### src/rtl/mantissa_divider_seq_if.sv
// Start/done handshake bundle between operand unpack, the mantissa divider and rounding.
// The sticky signal exists only when MANTDIV_STICKY_EN is defined.
interface mantissa_divider_seq_if #(
   parameter int MW = 24
);
   logic          start;
   logic [MW-1:0] dividend;
   logic [MW-1:0] divisor;
   logic          busy;
   logic          done;
   logic [MW+1:0] quotient;
   logic [MW-1:0] remainder;
   logic          norm_shift;
   logic          div_by_zero;
`ifdef MANTDIV_STICKY_EN
   logic          sticky;

   modport master (
      output start, dividend, divisor,
      input  busy, done, quotient, remainder, norm_shift, div_by_zero, sticky
   );
   modport slave (
      input  start, dividend, divisor,
      output busy, done, quotient, remainder, norm_shift, div_by_zero, sticky
   );
`else
   modport master (
      output start, dividend, divisor,
      input  busy, done, quotient, remainder, norm_shift, div_by_zero
   );
   modport slave (
      input  start, dividend, divisor,
      output busy, done, quotient, remainder, norm_shift, div_by_zero
   );
`endif
endinterface

### src/rtl/mantissa_divider_seq.sv
// Sequential restoring divider for normalised FPU mantissas: MW+3 quotient bits, one per cycle.
// Optional sticky output is enabled with MANTDIV_STICKY_EN.
module mantissa_divider_seq #(
   parameter int MW = 24
) (
   input  logic                   clk,
   input  logic                   rstn,
   mantissa_divider_seq_if.slave  bus
);
   localparam int ITER = MW + 3;
   localparam int CW   = $clog2(ITER + 1);

   typedef enum logic [1:0] {S_IDLE, S_CALC, S_DONE, S_DZ} state_t;

   state_t         state, state_nxt;
   logic [CW-1:0]  cnt;
   logic [MW:0]    prem;
   logic [MW-1:0]  dvs;
   logic           lsb;
   logic           dz;
   logic [ITER-1:0] racc;

   logic           accept;
   logic           next_bit;
   logic [MW+1:0]  ptrial;
   logic [MW:0]    pdiff;
   logic           qbit;

   logic [MW+1:0]  quotient_q;
   logic [MW-1:0]  remainder_q;
   logic           norm_shift_q;
   logic           div_by_zero_q;
   logic           done_q;

   assign accept   = (state == S_IDLE) && bus.start;
   assign next_bit = (cnt == '0) ? lsb : 1'b0;
   assign ptrial   = {prem, next_bit};
   assign qbit     = (ptrial >= {2'b00, dvs});
   // The result is below divisor whenever qbit is set, so MW+1 bits are enough.
   assign pdiff    = ptrial[MW:0] - {1'b0, dvs};

   always_ff @(posedge clk or negedge rstn) begin
      if (!rstn) state <= S_IDLE;
      else       state <= state_nxt;
   end

   always_comb begin
      state_nxt = state;
      case (state)
         S_IDLE: if (bus.start) state_nxt = (bus.divisor == '0) ? S_DZ : S_CALC;
         S_CALC: if (cnt == CW'(ITER - 1)) state_nxt = S_DONE;
         S_DZ:   state_nxt = S_DONE;
         S_DONE: state_nxt = S_IDLE;
         default: state_nxt = S_IDLE;
      endcase
   end

   // The first MW-1 quotient bits of dividend<<(MW+2) / divisor are always zero for
   // normalised operands, so the remainder starts preloaded with dividend>>1 and only
   // the last MW+3 steps are iterated.
   always_ff @(posedge clk or negedge rstn) begin
      if (!rstn) begin
         cnt  <= '0;
         prem <= '0;
         dvs  <= '0;
         lsb  <= 1'b0;
         dz   <= 1'b0;
         racc <= '0;
      end else if (accept) begin
         cnt  <= '0;
         prem <= {2'b00, bus.dividend[MW-1:1]};
         dvs  <= bus.divisor;
         lsb  <= bus.dividend[0];
         dz   <= (bus.divisor == '0);
         racc <= '0;
      end else if (state == S_CALC) begin
         cnt  <= cnt + 1'b1;
         prem <= qbit ? pdiff : ptrial[MW:0];
         racc <= {racc[ITER-2:0], qbit};
      end
   end

`ifdef MANTDIV_STICKY_EN
   logic sticky_q;
`endif

   always_ff @(posedge clk or negedge rstn) begin
      if (!rstn) begin
         quotient_q    <= '0;
         remainder_q   <= '0;
         norm_shift_q  <= 1'b0;
         div_by_zero_q <= 1'b0;
         done_q        <= 1'b0;
`ifdef MANTDIV_STICKY_EN
         sticky_q      <= 1'b0;
`endif
      end else begin
         done_q <= (state == S_DONE);
         if (state == S_DONE) begin
            if (dz) begin
               quotient_q    <= '1;
               remainder_q   <= '0;
               norm_shift_q  <= 1'b0;
               div_by_zero_q <= 1'b1;
`ifdef MANTDIV_STICKY_EN
               sticky_q      <= 1'b0;
`endif
            end else begin
               quotient_q    <= racc[ITER-1] ? racc[ITER-1:1] : racc[MW+1:0];
               remainder_q   <= prem[MW-1:0];
               norm_shift_q  <= ~racc[ITER-1];
               div_by_zero_q <= 1'b0;
`ifdef MANTDIV_STICKY_EN
               sticky_q      <= (prem[MW-1:0] != '0) | (racc[ITER-1] & racc[0]);
`endif
            end
         end
      end
   end

   assign bus.busy        = (state != S_IDLE);
   assign bus.done        = done_q;
   assign bus.quotient    = quotient_q;
   assign bus.remainder   = remainder_q;
   assign bus.norm_shift  = norm_shift_q;
   assign bus.div_by_zero = div_by_zero_q;
`ifdef MANTDIV_STICKY_EN
   assign bus.sticky      = sticky_q;
`endif
endmodule

### src/flat_wrapper.sv
// flat-port wrapper written by rule: the top's interface ports become plain ports
module mantissa_divider_seq_flat 
#(
   parameter int MW = 24
)
  (clk, rstn, bus_start, bus_dividend, bus_divisor, bus_busy, bus_done, bus_quotient, bus_remainder, bus_norm_shift, bus_div_by_zero);
  mantissa_divider_seq_if #(.MW(MW)) bus_i ();
  input  logic clk;
  input  logic rstn;
  input wire logic [$bits(bus_i.start)-1:0] bus_start;
  input wire logic [$bits(bus_i.dividend)-1:0] bus_dividend;
  input wire logic [$bits(bus_i.divisor)-1:0] bus_divisor;
  output wire logic [$bits(bus_i.busy)-1:0] bus_busy;
  output wire logic [$bits(bus_i.done)-1:0] bus_done;
  output wire logic [$bits(bus_i.quotient)-1:0] bus_quotient;
  output wire logic [$bits(bus_i.remainder)-1:0] bus_remainder;
  output wire logic [$bits(bus_i.norm_shift)-1:0] bus_norm_shift;
  output wire logic [$bits(bus_i.div_by_zero)-1:0] bus_div_by_zero;
  assign bus_i.start = bus_start;
  assign bus_i.dividend = bus_dividend;
  assign bus_i.divisor = bus_divisor;
  assign bus_busy = bus_i.busy;
  assign bus_done = bus_i.done;
  assign bus_quotient = bus_i.quotient;
  assign bus_remainder = bus_i.remainder;
  assign bus_norm_shift = bus_i.norm_shift;
  assign bus_div_by_zero = bus_i.div_by_zero;
  mantissa_divider_seq #(.MW(MW)) u_core (.clk(clk), .rstn(rstn), .bus(bus_i));
endmodule
### config.mk
export PLATFORM = sky130hd
export DESIGN_NAME = mantissa_divider_seq_flat
export DESIGN_NICKNAME = d
export VERILOG_FILES = /design/src/rtl/mantissa_divider_seq_if.sv /design/src/rtl/mantissa_divider_seq.sv /design/src/flat_wrapper.sv
export SDC_FILE = /design/constraint.sdc
export NUM_CORES = 1
export LEC_CHECK = 0
export CORE_ASPECT_RATIO = 0.6
export CORE_UTILIZATION = 60
export DETAILED_ROUTE_END_ITERATION = 6
export DONT_BUFFER_PORTS = 1
export PLACE_DENSITY_LB_ADDON = 0.1
export SKIP_LAST_GASP = 1
export SYNTH_ARGS = -nofsm -noshare
export SYNTH_HDL_FRONTEND = slang
export SYNTH_SLANG_ARGS = --single-unit
### constraint.sdc
create_clock -name clk -period 8.25 [get_ports clk]
set_input_delay 0.4125 -clock clk [delete_from_list [all_inputs] [get_ports clk]]
set_output_delay 0.4125 -clock clk [all_outputs]
set_load 0.03 [all_outputs]
==> results of run 1 <==
-- how the worst max path moves through the flow --
| stage | from | end | slack, ns | cells past startpoint |
|---|---|---|---|---|
| global placement | u_core.cnt[2] | u_core.prem[24] | 4.38 | 13 |
| floorplan | u_core.cnt[2] | u_core.prem[24] | 5.02 | 13 |
| CTS | u_core.cnt[2] | u_core.prem[24] | 4.29 | 13 |
| detailed placement | u_core.cnt[2] | u_core.prem[19] | 4.31 | 13 |
| global route | u_core.cnt[2] | u_core.prem[19] | 4.00 | 13 |
| finish | u_core.cnt[2] | u_core.prem[19] | 4.21 | 13 |
-- power breakdown --
part           leakage, nW  switching [mW]  internal (mW)
logic                 1.68            1.21          0.757
registers             1.74           0.491          0.962
clock network        0.287           0.326          0.437
total                 3.71            2.02           2.16
-- cells by family (layout without fill, tap and decap cells) --
family / after synthesis / count (layout) / synth area share [%]
multiplexers: 32 / 32 / 4.44
AO/OA/AOI/OAI: 191 / 191 / 15.4
buffers and inverters: 80 / 74 / 4.54
flip-flops: 138 / 138 / 47.9
AND/OR/NAND/NOR: 324 / 324 / 20.6
XOR/XNOR: 18 / 18 / 2.19
adder cells (fa/ha/maj): 28 / 28 / 4.96
-- critical path, stage by stage, from the launching register on --
cell and delay, ns:
sky130_fd_sc_hd__dfrtp_1 0.45, sky130_fd_sc_hd__nor4b_1 0.42, sky130_fd_sc_hd__nand2_1 0.12, sky130_fd_sc_hd__ha_1 0.22, sky130_fd_sc_hd__fa_1 0.39, sky130_fd_sc_hd__nor2b_1 0.21, sky130_fd_sc_hd__o31a_2 0.21, sky130_fd_sc_hd__a2111oi_2 0.10
sky130_fd_sc_hd__o41ai_2 0.45, sky130_fd_sc_hd__a211oi_1 0.14, sky130_fd_sc_hd__o21a_1 0.42, sky130_fd_sc_hd__buf_4 0.34, sky130_fd_sc_hd__nand2b_1 0.22, sky130_fd_sc_hd__o21a_1 0.23
-- flip-flops by register name (all words and copies together), names as in the netlist --
register / flops
u_core.dz: 1
u_core.bus.norm_shift: 1
u_core.bus.done: 1
u_core.bus.div_by_zero: 1
u_core.dvs: 24
u_core.cnt: 5
u_core.bus.remainder: 24
u_core.lsb: 1
u_core.state: 2
u_core.racc: 27
u_core.bus.quotient: 26
u_core.prem: 25
-- metrics by stage --
stage                     util, %  instances
final                        68.8        965
after global routing         68.8        965
after CTS                    68.7        964
after detailed placement     63.3        931
after global placement       63.3        931
after floorplan                 -        811
-- area by class of cell --
type | count | area (µm²)
fill | 918 | 3580
sequential | 138 | 3450
multi-input combinational | 593 | 3440
clock buffer | 18 | 439
tap | 160 | 200
clock inverter | 14 | 154
inverter | 33 | 124
timing repair buffer | 9 | 90.1
-- routing by layer --
layer  GRT usage, %  wire length [µm]
met5              0                 0
met4           8.70               104
met3           7.86              1940
met2           39.9              7070
met1           48.8              8770
-- cells in the final DEF, fill, tap and decap left out, types with 2 or more instances in the layout --
cell / Yosys / routed
sky130_fd_sc_hd__a2111oi_0: 2 / 2
sky130_fd_sc_hd__a211oi_1: 6 / 6
sky130_fd_sc_hd__a21o_1: 14 / 14
sky130_fd_sc_hd__a21oi_1: 72 / 72
sky130_fd_sc_hd__a22o_1: 2 / 2
sky130_fd_sc_hd__a22oi_1: 4 / 4
sky130_fd_sc_hd__a31oi_1: 11 / 11
sky130_fd_sc_hd__and2_1: 2 / 2
sky130_fd_sc_hd__and3_1: 18 / 17
sky130_fd_sc_hd__buf_4: 3 / 7
sky130_fd_sc_hd__clkbuf_16: 0 / 17
sky130_fd_sc_hd__clkinv_4: 0 / 3
sky130_fd_sc_hd__clkinvlp_4: 0 / 2
sky130_fd_sc_hd__dfrtp_1: 138 / 138
sky130_fd_sc_hd__ha_1: 27 / 27
sky130_fd_sc_hd__inv_1: 32 / 32
sky130_fd_sc_hd__inv_6: 0 / 3
sky130_fd_sc_hd__inv_8: 0 / 5
sky130_fd_sc_hd__mux2i_1: 32 / 32
sky130_fd_sc_hd__nand2_1: 164 / 163
sky130_fd_sc_hd__nand2b_1: 6 / 6
sky130_fd_sc_hd__nand3_1: 39 / 38
sky130_fd_sc_hd__nand3b_1: 23 / 23
sky130_fd_sc_hd__nand4_1: 4 / 4
sky130_fd_sc_hd__nor2_1: 47 / 46
sky130_fd_sc_hd__nor2b_1: 2 / 2
sky130_fd_sc_hd__nor3_1: 3 / 3
sky130_fd_sc_hd__nor4_1: 7 / 7
sky130_fd_sc_hd__nor4b_1: 2 / 2
sky130_fd_sc_hd__o21a_1: 3 / 3
sky130_fd_sc_hd__o21ai_0: 46 / 46
sky130_fd_sc_hd__o21ai_1: 17 / 17
sky130_fd_sc_hd__o21bai_1: 2 / 2
sky130_fd_sc_hd__o31a_1: 2 / 2
sky130_fd_sc_hd__o31ai_1: 3 / 3
sky130_fd_sc_hd__or3_1: 3 / 3
sky130_fd_sc_hd__xnor2_1: 9 / 9
sky130_fd_sc_hd__xor2_1: 9 / 9
==> flow_metrics.py, run 1 <==
metrics = {
    "flow_run": {
        "max_cap_viol_count": 0,
    },
    "yosys": {
        "ys_seq_elements": 138,
        "synth_nets": 890,
        "async_flop_share_pct": 100,
        "instance_count_of_the_mapped_netlist": 811,
        "yosys.area.top_type_share_pct": 47.9,
        "synthDistinctLibCells": 50,
        "synth.most_common_cell": "sky130_fd_sc_hd__nand2_1",
        "synth_top_flop_cell": "sky130_fd_sc_hd__dfrtp_1",
        "syn_avg_cell_area_um2": 8.90,
        "synthTopCellsByCount": "sky130_fd_sc_hd__nand2_1 (164), sky130_fd_sc_hd__dfrtp_1 (138), sky130_fd_sc_hd__a21oi_1 (72), sky130_fd_sc_hd__nor2_1 (47), sky130_fd_sc_hd__o21ai_0 (46)",
        "netlist_top_cells_area": "sky130_fd_sc_hd__dfrtp_1 (48%), sky130_fd_sc_hd__nand2_1 (8.5%), sky130_fd_sc_hd__a21oi_1 (5.0%)",
        "synth_top_area_cell": "sky130_fd_sc_hd__dfrtp_1",
        "ys_seq_area_share_pct": 47.9,
        "synth-edff-count": 0,
        "synthesis.area_mm2": 0.00721,
        "yosysWarnings": 0,
    },
    "timing": {
        "tns_ns": 0,
        "postLayoutSetupSlackWorst_ns": 4.21,
        "rel_slew_slack_pct": 33.9,
        "worst_slew_pin_slew_ns": 0.989,
        "period_needed_ns": 4.04,
        "fin_worst_skew_ns": 0.0103,
        "final-setup-viol-count": 0,
        "rsz_0062_raised_after_global_routing": "false",
        "final_max_slew_viol_count": 0,
        "max_freq_mhz": 248,
        "timing.final.hold_violations": 0,
        "whs_ns": 0.103,
        "timing.final.crit_share_pct": 48.9,
    },
    "cts": {
        "clockRootBuffer": "sky130_fd_sc_hd__clkbuf_16",
        "hold_buffers_post_cts": 1,
        "htreeDepth": 4,
        "cts_inserted_buffers": 17,
        "cts_tree": "built",
        "clk_transition_reported_paths_ns": 0.06,
        "clock_tree.buffer_depth": 2,
        "numClockSinks": 138,
        "clkLatencyLatePin_ns": 0.42,
        "number_of_buffers_inserted_to_repair_setup_after_cts": 0,
        "ctsResizeCount": 0,
    },
    "detailed_routing": {
        "drt_pre_antenna_iters": 6,
        "detail_route.vias_per_cell": 5.99,
        "dr.first_iter.drc_count": 579,
        "ant_nets": 0,
        "remaining_drc_errors": 0,
        "dr_total_vias": 5781,
        "totalWireLength_um": 17900,
        "avgRoutedWirePerCell_um": 18.5,
    },
    "pwr": {
        "ir_worst_vdd_v": 0.000229,
        "p_total_mw": 4.18,
        "power.static_leakage_nw": 3.71,
        "power_density_mw_per_mm2": 529,
    },
    "floorplan": {
        "core_mm2": 0.0115,
        "io_pins": 105,
        "row_count": 30,
        "floorplan.die.height_um": 86.9,
        "start_util_pct": 62.8,
        "die_area_mm2": 0.0125,
        "die_w_um": 144,
    },
    "critical_path": {
        "worst-endpoint-required_ns": 8.56,
        "endpoint_class_of_the_critical_path": "register",
        "crit-reg2reg-launch": "u_core.cnt[2]",
        "crit_fanout": 22,
        "reg2reg_slack_ns": 4.21,
        "timing.reg2reg.worst_path_depth": 13,
        "crit-reg2reg-capture": "u_core.prem[19]",
        "worst_setup_path_start_kind": "register",
        "criticalPathCategory": "register to register",
        "arrival_ns": 4.34,
    },
    "place": {
        "pre_cts_worst_setup_slack_ns": 4.31,
        "dp_hpwl_um": 12600,
        "gpl.final_weighted_congestion": 0.951,
        "detailed_place.area_mm2": 0.00727,
        "buffer_ports.inserted": 0,
    },
    "global_route": {
        "globalRouteTotalUtil_pct": 30.6,
        "first_global_vias": 5246,
        "antenna_violations_before_repair": 0,
        "grt_first_pass_wirelength_um": 28300,
        "grt_start_max_net_pins": 139,
        "congestion_overflow_gr": 0,
    },
    "finish": {
        "flow.area_growth_from_synthesis_pct": 9.57,
        "layout.nets": 871,
        "post_route_cell_area_mm2": 0.00791,
        "total_inserted_antenna_cells": 0,
        "layout-drive-gt1-share_pct": 6.21,
    },
    "status": {
        "run_status": "finished clean",
    },
    "hold_path": {
        "min_delay_worst_endpoint": "u_core.lsb",
        "timing.hold.worst_path_depth": 2,
        "hp-class": "input pin to register",
        "worst_hold_startpoint": "bus_dividend[0]",
    },
}
Note: power is estimated with default switching activity, not from simulation.
==> inputs of run 2 (changes only) <==
CORE_UTILIZATION = 58   (was 60)
clock period = 3.3 ns   (was 8.25 ns; I/O delays follow)
==> run 2 against run 1 <==
  * The run now ends with hold timing, setup timing left
  * Clock skew is 0.0031 ns higher
  * Critical path type unchanged
  * Sequential cell count unchanged
  * Critical endpoint is now u_core.prem[12]
  * Hold slack worse by 0.67 ns
  * First-iteration DRC count down 5.7%
==> flow_metrics.py, run 2 (synthesis gave the netlist of run 1 again) <==
metrics = {
    "status": {
        "run_status": "complete, but fails checks",
        "violations": "hold timing, setup timing",
    },
    "timing": {
        "max_freq_mhz": 302,
        "rsz_0062_raised_after_global_routing": "true",
        "fin_worst_skew_ns": 0.0135,
        "period_needed_ns": 3.31,
        "rel_slew_slack_pct": 36.2,
        "final_max_slew_viol_count": 0,
        "postLayoutSetupSlackWorst_ns": -0.00883,
        "worst_slew_pin_slew_ns": 0.953,
        "final-setup-viol-count": 3,
        "whs_ns": -0.570,
        "timing.final.hold_violations": 138,
        "timing.final.crit_share_pct": 100,
    },
    "global_route": {
        "grt_start_max_net_pins": 139,
        "antenna_violations_before_repair": 0,
        "grt_first_pass_wirelength_um": 31100,
        "first_global_vias": 5645,
        "congestion_overflow_gr": 0,
        "globalRouteTotalUtil_pct": 31.9,
    },
    "place": {
        "dp_hpwl_um": 13400,
        "pre_cts_worst_setup_slack_ns": -0.187,
        "buffer_ports.inserted": 0,
        "gpl.final_weighted_congestion": 0.929,
    },
    "hold_path": {
        "hp-class": "input pin to async pin",
    },
    "finish": {
        "largest_register_ff_count": 27,
        "regMostFlops": "u_core.racc",
        "postLayoutCoreUtil_pct": 71.8,
        "highest_count_cells_in_the_layout_ignoring_fill_and_taps": "sky130_fd_sc_hd__nand2_1 (161), sky130_fd_sc_hd__dfrtp_1 (138), sky130_fd_sc_hd__a21oi_1 (64)",
        "flow.area_growth_from_synthesis_pct": 20.5,
        "layout.nets": 944,
        "total_inserted_antenna_cells": 0,
        "layout-drive-gt1-share_pct": 12.2,
        "layout.cells.most_common": "sky130_fd_sc_hd__nand2_1",
    },
    "critical_path": {
        "endpoint_class_of_the_critical_path": "register",
        "arrival_ns": 3.59,
        "worst_setup_path_start_kind": "register",
        "slowest_delay_ns": 0.39,
        "worstPathCellList": "inv_2 -> ha_2 -> nand2_2 -> ha_4 -> fa_2 -> nor2b_2 -> o31a_2 -> a2111oi_4 -> o41ai_2 -> a211oi_2 -> o21a_2 -> buf_4 -> nor2_1 -> a21oi_1 -> o21ai_1",
        "criticalPathCategory": "register to register",
        "crit_fanout": 5,
        "slowest_stage": "sky130_fd_sc_hd__a2111oi_4",
        "worst-endpoint-required_ns": 3.58,
    },
    "detailed_routing": {
        "totalWireLength_um": 20100,
        "dr.first_iter.drc_count": 546,
        "dr_total_vias": 6270,
        "remaining_drc_errors": 0,
        "detail_route.vias_per_cell": 6.01,
        "drt_pre_antenna_iters": 5,
        "ant_nets": 0,
        "avgRoutedWirePerCell_um": 19.3,
    },
    "cts": {
        "clkLatencyLatePin_ns": 0.43,
        "numClockSinks": 138,
        "cts_tree": "built",
        "hold_buffers_post_cts": 47,
        "clockRootBuffer": "sky130_fd_sc_hd__clkbuf_16",
        "clk_transition_reported_paths_ns": 0.07,
        "htreeDepth": 4,
        "cts_inserted_buffers": 17,
        "clock_tree.buffer_depth": 2,
    },
    "floorplan": {
        "io_pins": 105,
        "core_mm2": 0.0121,
        "start_util_pct": 59.6,
        "floorplan.die.height_um": 88.4,
        "die_area_mm2": 0.0129,
        "die_w_um": 146,
        "row_count": 31,
    },
    "flow_run": {
        "max_cap_viol_count": 0,
    },
}
==> run 2: changes by cell type in the layout (fill, tap and decap cells not counted), sizes merged <==
cell,previous run,this run
clkbuf,18,17
buf,8,33
bufinv,1,0
o21a,3,5
dlygate4sd3,1,47
clkinv,3,5
==> run 2: what timing repair did <==
item,CTS,global route
endpoints found under the setup margin,26,26
gates cloned,0,4
pin swaps,1,13
hold endpoints to repair,185,138
setup buffers,1,4
resized for setup,2,49
==> run 2: metal layers <==
layer,vias to the layer above,track usage (%),share of wire (%)
met1,3048,49.2,49
li1,2926,-,-
met4,0,8.62,1.4
met3,24,8.97,9.3
met5,-,0,0
met2,272,43.5,40
==> run 2: area by class of cell <==
type	instances	area [µm²]
fill	897	3410
clock buffer	17	425
sequential	138	3450
tap	165	206
multi-input combinational	595	3610
timing repair buffer	80	737
inverter	33	124
clock inverter	15	134
==> run 2: through the flow <==
step / hold slack, ns / instances / TNS, ns / cell area (µm²)
3_3_place_gp: -0.129 / 955 / -0.864 / 7420
6_report: -0.570 / 1043 / -0.0137 / 8690
2_1_floorplan: -0.131 / 811 / 0 / 7210
4_1_cts: -0.584 / 1035 / 0 / 8470
3_5_place_dp: -0.129 / 955 / -3.83 / 7420
5_1_grt: -0.586 / 1043 / -3.52 / 8690
==> run 2: final timing paths <==
path / from / end / slack (ns) / cells after the start
setup / recovery: u_core.cnt[0] / u_core.prem[12] / -0.009 / 15
hold / removal: rstn / u_core.bus.quotient[21] / -0.57 / 0
setup reg to reg: u_core.cnt[0] / u_core.prem[12] / -0.009 / 15
hold reg to reg: u_core.racc[0] / u_core.racc[1] / 0.52 / 2
max in group asynchronous: rstn / u_core.dvs[8] / 3.66 / 0
min in group clk: bus_dividend[21] / u_core.prem[20] / 0.02 / 3
==> run 2: critical path, delay by kind of cell (launching register included) <==
kind,cells,cell delay (ns)
AND/OR/NAND/NOR,3,0.19
adder cells (fa/ha/maj),3,0.54
buffers and inverters,2,0.26
AO/OA/AOI/OAI,7,1.83
flip-flops,1,0.35
Power of run 2 is left out: the tool's default activity adds up to more than one toggle a clock period on the data nets, which glitch-free logic cannot reach.
